===== src/rtl/pipe_pkg.sv =====
// ------------------------------------------------------------------
// pipe_pkg: state encoding and default widths for pipe_stage
// Rev 1.0
// ------------------------------------------------------------------
`default_nettype none

package pipe_pkg;

  typedef logic [1:0] state_t;

  localparam state_t ST_EMPTY = 2'b00;
  localparam state_t ST_FULL  = 2'b01;
  localparam state_t ST_SKID  = 2'b10;

  localparam int CTRL_W_DEFAULT = 14;
  localparam int DATA_W_DEFAULT = 64;
  localparam int CNT_W_DEFAULT  = 16;

endpackage

`default_nettype wire


===== src/rtl/sat_counter.sv =====
// ------------------------------------------------------------------
// sat_counter: up-counter that sticks at all-ones; clr beats inc
// Rev 1.0
// ------------------------------------------------------------------
`default_nettype none

module sat_counter #(
  parameter int W = 16
) (
  input  logic         clk,
  input  logic         rst,
  input  logic         clr,
  input  logic         inc,
  output logic [W-1:0] cnt
);

  logic [W-1:0] cnt_q;
  logic [W-1:0] cnt_d;

  always_comb begin
    cnt_d = cnt_q;
    if (clr) begin
      cnt_d = '0;
    end else if (inc && (cnt_q != {W{1'b1}})) begin
      cnt_d = cnt_q + 1'b1;
    end
  end

  always_ff @(posedge clk) begin
    if (rst) begin
      cnt_q <= '0;
    end else begin
      cnt_q <= cnt_d;
    end
  end

  assign cnt = cnt_q;

endmodule

`default_nettype wire


===== src/rtl/pipe_stage.sv =====
// ------------------------------------------------------------------
// pipe_stage: valid/ready stage register with 2-entry skid, flush, stall counter
// Rev 1.0
// ------------------------------------------------------------------
`default_nettype none

module pipe_stage
  import pipe_pkg::*;
#(
  parameter int CTRL_W = CTRL_W_DEFAULT,
  parameter int DATA_W = DATA_W_DEFAULT,
  parameter int CNT_W  = CNT_W_DEFAULT
) (
  input  logic              clk,
  input  logic              rst,
  input  logic              flush,
  input  logic              in_valid,
  output logic              in_ready,
  input  logic [CTRL_W-1:0] in_ctrl,
  input  logic [DATA_W-1:0] in_data,
  output logic              out_valid,
  input  logic              out_ready,
  output logic [CTRL_W-1:0] out_ctrl,
  output logic [DATA_W-1:0] out_data,
  input  logic              clr_cnt,
  output logic [CNT_W-1:0]  stall_cnt
);

  state_t            state_q, state_d;
  logic [CTRL_W-1:0] main_ctrl_q, main_ctrl_d;
  logic [DATA_W-1:0] main_data_q, main_data_d;
  logic [CTRL_W-1:0] skid_ctrl_q, skid_ctrl_d;
  logic [DATA_W-1:0] skid_data_q, skid_data_d;
  logic              in_fire;
  logic              out_fire;

  assign in_fire  = in_valid & in_ready;
  assign out_fire = out_valid & out_ready;

  always_ff @(posedge clk) begin
    if (rst) begin
      state_q     <= ST_EMPTY;
      main_ctrl_q <= '0;
      main_data_q <= '0;
      skid_ctrl_q <= '0;
      skid_data_q <= '0;
    end else begin
      state_q     <= state_d;
      main_ctrl_q <= main_ctrl_d;
      main_data_q <= main_data_d;
      skid_ctrl_q <= skid_ctrl_d;
      skid_data_q <= skid_data_d;
    end
  end

  always_comb begin
    state_d     = state_q;
    main_ctrl_d = main_ctrl_q;
    main_data_d = main_data_q;
    skid_ctrl_d = skid_ctrl_q;
    skid_data_d = skid_data_q;
    if (flush) begin
      // Both handshakes of this cycle are discarded; payload registers keep their contents.
      state_d = ST_EMPTY;
    end else begin
      case (state_q)
        ST_EMPTY: begin
          if (in_fire) begin
            main_ctrl_d = in_ctrl;
            main_data_d = in_data;
            state_d     = ST_FULL;
          end
        end
        ST_FULL: begin
          if (in_fire && out_fire) begin
            main_ctrl_d = in_ctrl;
            main_data_d = in_data;
          end else if (in_fire) begin
            skid_ctrl_d = in_ctrl;
            skid_data_d = in_data;
            state_d     = ST_SKID;
          end else if (out_fire) begin
            state_d = ST_EMPTY;
          end
        end
        ST_SKID: begin
          if (out_fire) begin
            main_ctrl_d = skid_ctrl_q;
            main_data_d = skid_data_q;
            state_d     = ST_FULL;
          end
        end
        default: state_d = ST_EMPTY;
      endcase
    end
  end

  // in_ready is a function of state and rst only, so ready paths never chain across stages.
  always_comb begin
    out_valid = (state_q != ST_EMPTY);
    in_ready  = (state_q != ST_SKID) & ~rst;
    out_ctrl  = out_valid ? main_ctrl_q : '0;
    out_data  = main_data_q;
  end

  sat_counter #(
    .W (CNT_W)
  ) u_stall_cnt (
    .clk (clk),
    .rst (rst),
    .clr (clr_cnt),
    .inc (out_valid & ~out_ready),
    .cnt (stall_cnt)
  );

endmodule

`default_nettype wire

===== config.mk =====
export PLATFORM = sky130hd
export DESIGN_NAME = pipe_stage
export DESIGN_NICKNAME = d
export VERILOG_FILES = /design/src/rtl/pipe_pkg.sv /design/src/rtl/sat_counter.sv /design/src/rtl/pipe_stage.sv
export SDC_FILE = /design/constraint.sdc
export NUM_CORES = 1
export LEC_CHECK = 0
export ABC_CLOCK_PERIOD_IN_PS = 5200
export CORE_MARGIN = 3
export CORE_UTILIZATION = 35
export DETAILED_ROUTE_END_ITERATION = 16
export GPL_TIMING_DRIVEN = 1
export PLACE_DENSITY = 0.59
export SYNTH_ARGS = -nofsm -noshare
export SYNTH_HDL_FRONTEND = slang
export SYNTH_SLANG_ARGS = --single-unit

===== constraint.sdc =====
create_clock -name clk -period 5.2 [get_ports clk]
set_input_delay 1.04 -clock clk [delete_from_list [all_inputs] [get_ports clk]]
set_output_delay 1.04 -clock clk [all_outputs]
set_load 0.005 [all_outputs]

==> metrics.md <==
| Metric | Value |
|---|---|
| Sw power | ~0.00069 W |
| Combinational power share | 0.083 |
| DR WL/cell | between 10 and 15 µm |
| Hold Slack | 0.454 ns |
| CTS Buf Count | 17 |
| Clock Sinks | between 150 and 200 |
| CP max-delay cell | nor2b_4 |
| TritonRoute pass-1 iters | 5 |
| Antenna Violating Nets Remaining | 0 |
| Die height | 148 µm |
| Number of flops mapped to enable cells by yosys | 0 |
| PortBufs | 179 |
| Area of the core | between 15000 and 20000 µm² |
| Share of flip-flops with an asynchronous set or reset | 0 |
| Std-Cell Rows | 51 |
| Worst flop-to-flop path startpoint | state_q[1] |
| GRT Overall Usage | 0.175 |
| Pre-CTS setup slack | between 1.5 and 2 ns |
| Vias post-DR | approximately 6400 |
| HP Start | skid_data_q[7] |
| Ant. Diodes | 0 |
| Peak VDD IR | between 0.0002 and 0.00025 V |
| Number of global-route vias before repair | between 5000 and 6000 |
| Post-CTS Setup Bufs | 0 |
| Total of max-cap violations | 0 |
| Post-DP HPWL | between 10000 and 15000 µm |
| FMAX | between 0.2 and 0.3 GHz |
| Internal power consumption | 0.00237 W |
| Finish-stage setup viols | 0 |
| Finished Core Util | 0.487 |
| Die ar. | 21900 µm² |
| Synth unique cells | 40 |
| Slew margin rel. | 0.242 |
| Worst path arrival time | between 2 and 2.5 ns |
| CTS clk-pin slew, worst paths | about 0.060 ns |
| First-pass GRT wire length | about 31000 µm |
| Max clock buf depth | 2 |
| Ys flop type | dfxtp_1 |
| Clock Power Share | 0.463 |
| Clock Skew | about 0.011 ns |
| CTS root buf | clkbuf_16 |
| Grt ovf | 0 |
| Critical path peak fanout | 34 |
| DRT iter0 DRCs | slightly above 400 |
| Share of cells above drive strength 1 | 0.0514 |
| Worst-Skew Late Latency | about 0.43 ns |
| LEAKAGE | between 3 and 4 nW |
| Final GP Congestion | between 0.7 and 0.8 |
| Syn nets | about 1000 |
| Final hold violation count | 0 |
| Sum Neg Setup Slack | 0 ns |
| Syn_area_per_cell | about 7.8 µm² |
| Power Total | 0.00306 W |
| Syn Inst Count | ~910 |
| Crit path cell chain | nor2b_4 > nor2_1 > clkdlybuf4s50_1 |
| # fillers | approximately 2000 |
| # DRC | 0 |
| WS Path Type | flip-flop to output port |
| Boundary Pins | between 150 and 200 |
| Share of the synthesized area in the top cell type | 0.493 |
| Ys Warns | 0 |
| Initial antenna violation count | 1 |
| Synth top area cells | dfxtp_1, nand2_1, a311oi_1 |
| CP endpoint kind | output port |
| Pwr Density | between 300 and 400 nW/µm² |
| Synthesized flop and latch total | approximately 170 |
| Cell Area, Synth | 7060 µm² |
| Final WL | ~19000 µm |
| Tmin final | roughly 3.4 ns |
| CP peak stage delay | between 0.8 and 0.9 ns |
| Switching share of power | 0.225 |
| Unrepaired setup endpoints after global routing | no |
| Most common cell in the netlist | nand2_1 |
| Layout area overhead | 35.5% |
| CTS H-tree depth | 4 |
| Worst slew pin tran | ~1.1 ns |
| Area leader, netlist | dfxtp_1 |
| Post-CTS Hold Fix Bufs | 0 |
| Fin nets | around 1100 |
| WP data required | 4.16 ns |
| Die W | 148 µm |
| Final period utilization | 0.645 |
| Tightest Hold Check Type | flip-flop to flip-flop |
| CP startpoint kind | flip-flop |
| Outcome | complete, no violations |
| Post-CTS Resized | 0 |
| Final worst-path setup slack | between 1.5 and 2 ns |
| Fin. max-slew vios | 0 |
| Sequential power share | 0.454 |
| Part of the Yosys area used for sequential elements | 0.493 |
| CTS tree | built |
| Largest net degree at the start of global routing | 111 |
| Initial Utilization | 0.359 |
| Commonest cells post-synth | nand2_1, dfxtp_1, nor2_1 |
| Setup crit start | state_q[1] |
| Vias/cell | between 4 and 5 |
[power groups by stage]
stage / registers, W / clock network [W] / logic (W)
floorplan: 0.00142 / 0 / 0.000106
global placement: 0.00142 / 0 / 0.000256
detailed placement: 0.00142 / 0 / 0.000258
CTS: 0.00139 / 0.00146 / 0.000259
global route: 0.00139 / 0.00151 / 0.000281
finish: 0.00139 / 0.00142 / 0.000255
[per-layer routing]
metal / up-vias / GRT usage / share of wire
met5: - / 0 / 0.00068
met4: 2 / 0.0540 / 0.014
met3: 22 / 0.0463 / 0.060
met2: 156 / 0.268 / 0.46
met1: 2910 / 0.243 / 0.46
li1: 3331 / - / -
[area by class of cell]
type | count | area [µm²] | share of cell area
clock inverter | 14 | 228 | 0.0238
timing repair buffer | 188 | 1870 | 0.195
clock buffer | 18 | 429 | 0.0448
inverter | 3 | 11.3 | 0.00118
tap | 265 | 332 | 0.0346
multi-input combinational | 653 | 3220 | 0.336
sequential | 174 | 3480 | 0.364
[through the flow]
| stage | std cells | cell area, µm² |
|---|---|---|
| 2_1_floorplan | 906 | 7060 |
| 3_3_place_gp | 1283 | 8910 |
| 3_5_place_dp | 1283 | 8910 |
| 4_1_cts | 1315 | 9570 |
| 5_1_grt | 1315 | 9570 |
| 6_report | 1315 | 9570 |
[path summary, 6_finish.rpt]
check | end | slack (ns) | depth (start not counted)
worst max-delay path | in_ready | 1.85 | 3
worst max register to register | out_data[19] | 2.14 | 6
worst min-delay path | skid_data_q[7] | 0.45 | 2
worst min register to register | skid_data_q[7] | 0.45 | 2
[sequential cells by signal, summed over array words and instances, names as in the netlist]
signal	cells
main_ctrl_q	14
out_data	64
skid_ctrl_q	14
skid_data_q	64
state_q	2
u_stall_cnt.cnt	16
[cells in the final DEF (no fill, tap or decap), types with 6 or more instances in the layout]
master | synthesis | routed
buf_4 | 1 | 9
xor2_1 | 6 | 6
a21oi_1 | 85 | 85
nand2_1 | 321 | 320
nor2_1 | 94 | 93
nor2b_1 | 16 | 15
clkdlybuf4s50_1 | 0 | 178
dfxtp_1 | 174 | 174
clkbuf_16 | 0 | 17
a311oi_1 | 78 | 78
[logic make-up after synthesis]
logic type      count (synthesis)  share of synthesized area
simple gates                  462                      0.263
compound gates                182                      0.178
flops                         174                      0.493
buf+inv                        79                     0.0539
xor+xnor                        7                    0.00868
mux                             1                    0.00142
fa+ha+maj                       1                    0.00177
[worst max-delay path, delay by kind of cell, from the launching register on]
| kind | cells | cell delay [ns] |
|---|---|---|
| buffers and inverters | 1 | 0.48 |
| flip-flops | 1 | 0.50 |
| AND/OR/NAND/NOR | 2 | 0.92 |
Power figures use the tool's default switching activity.
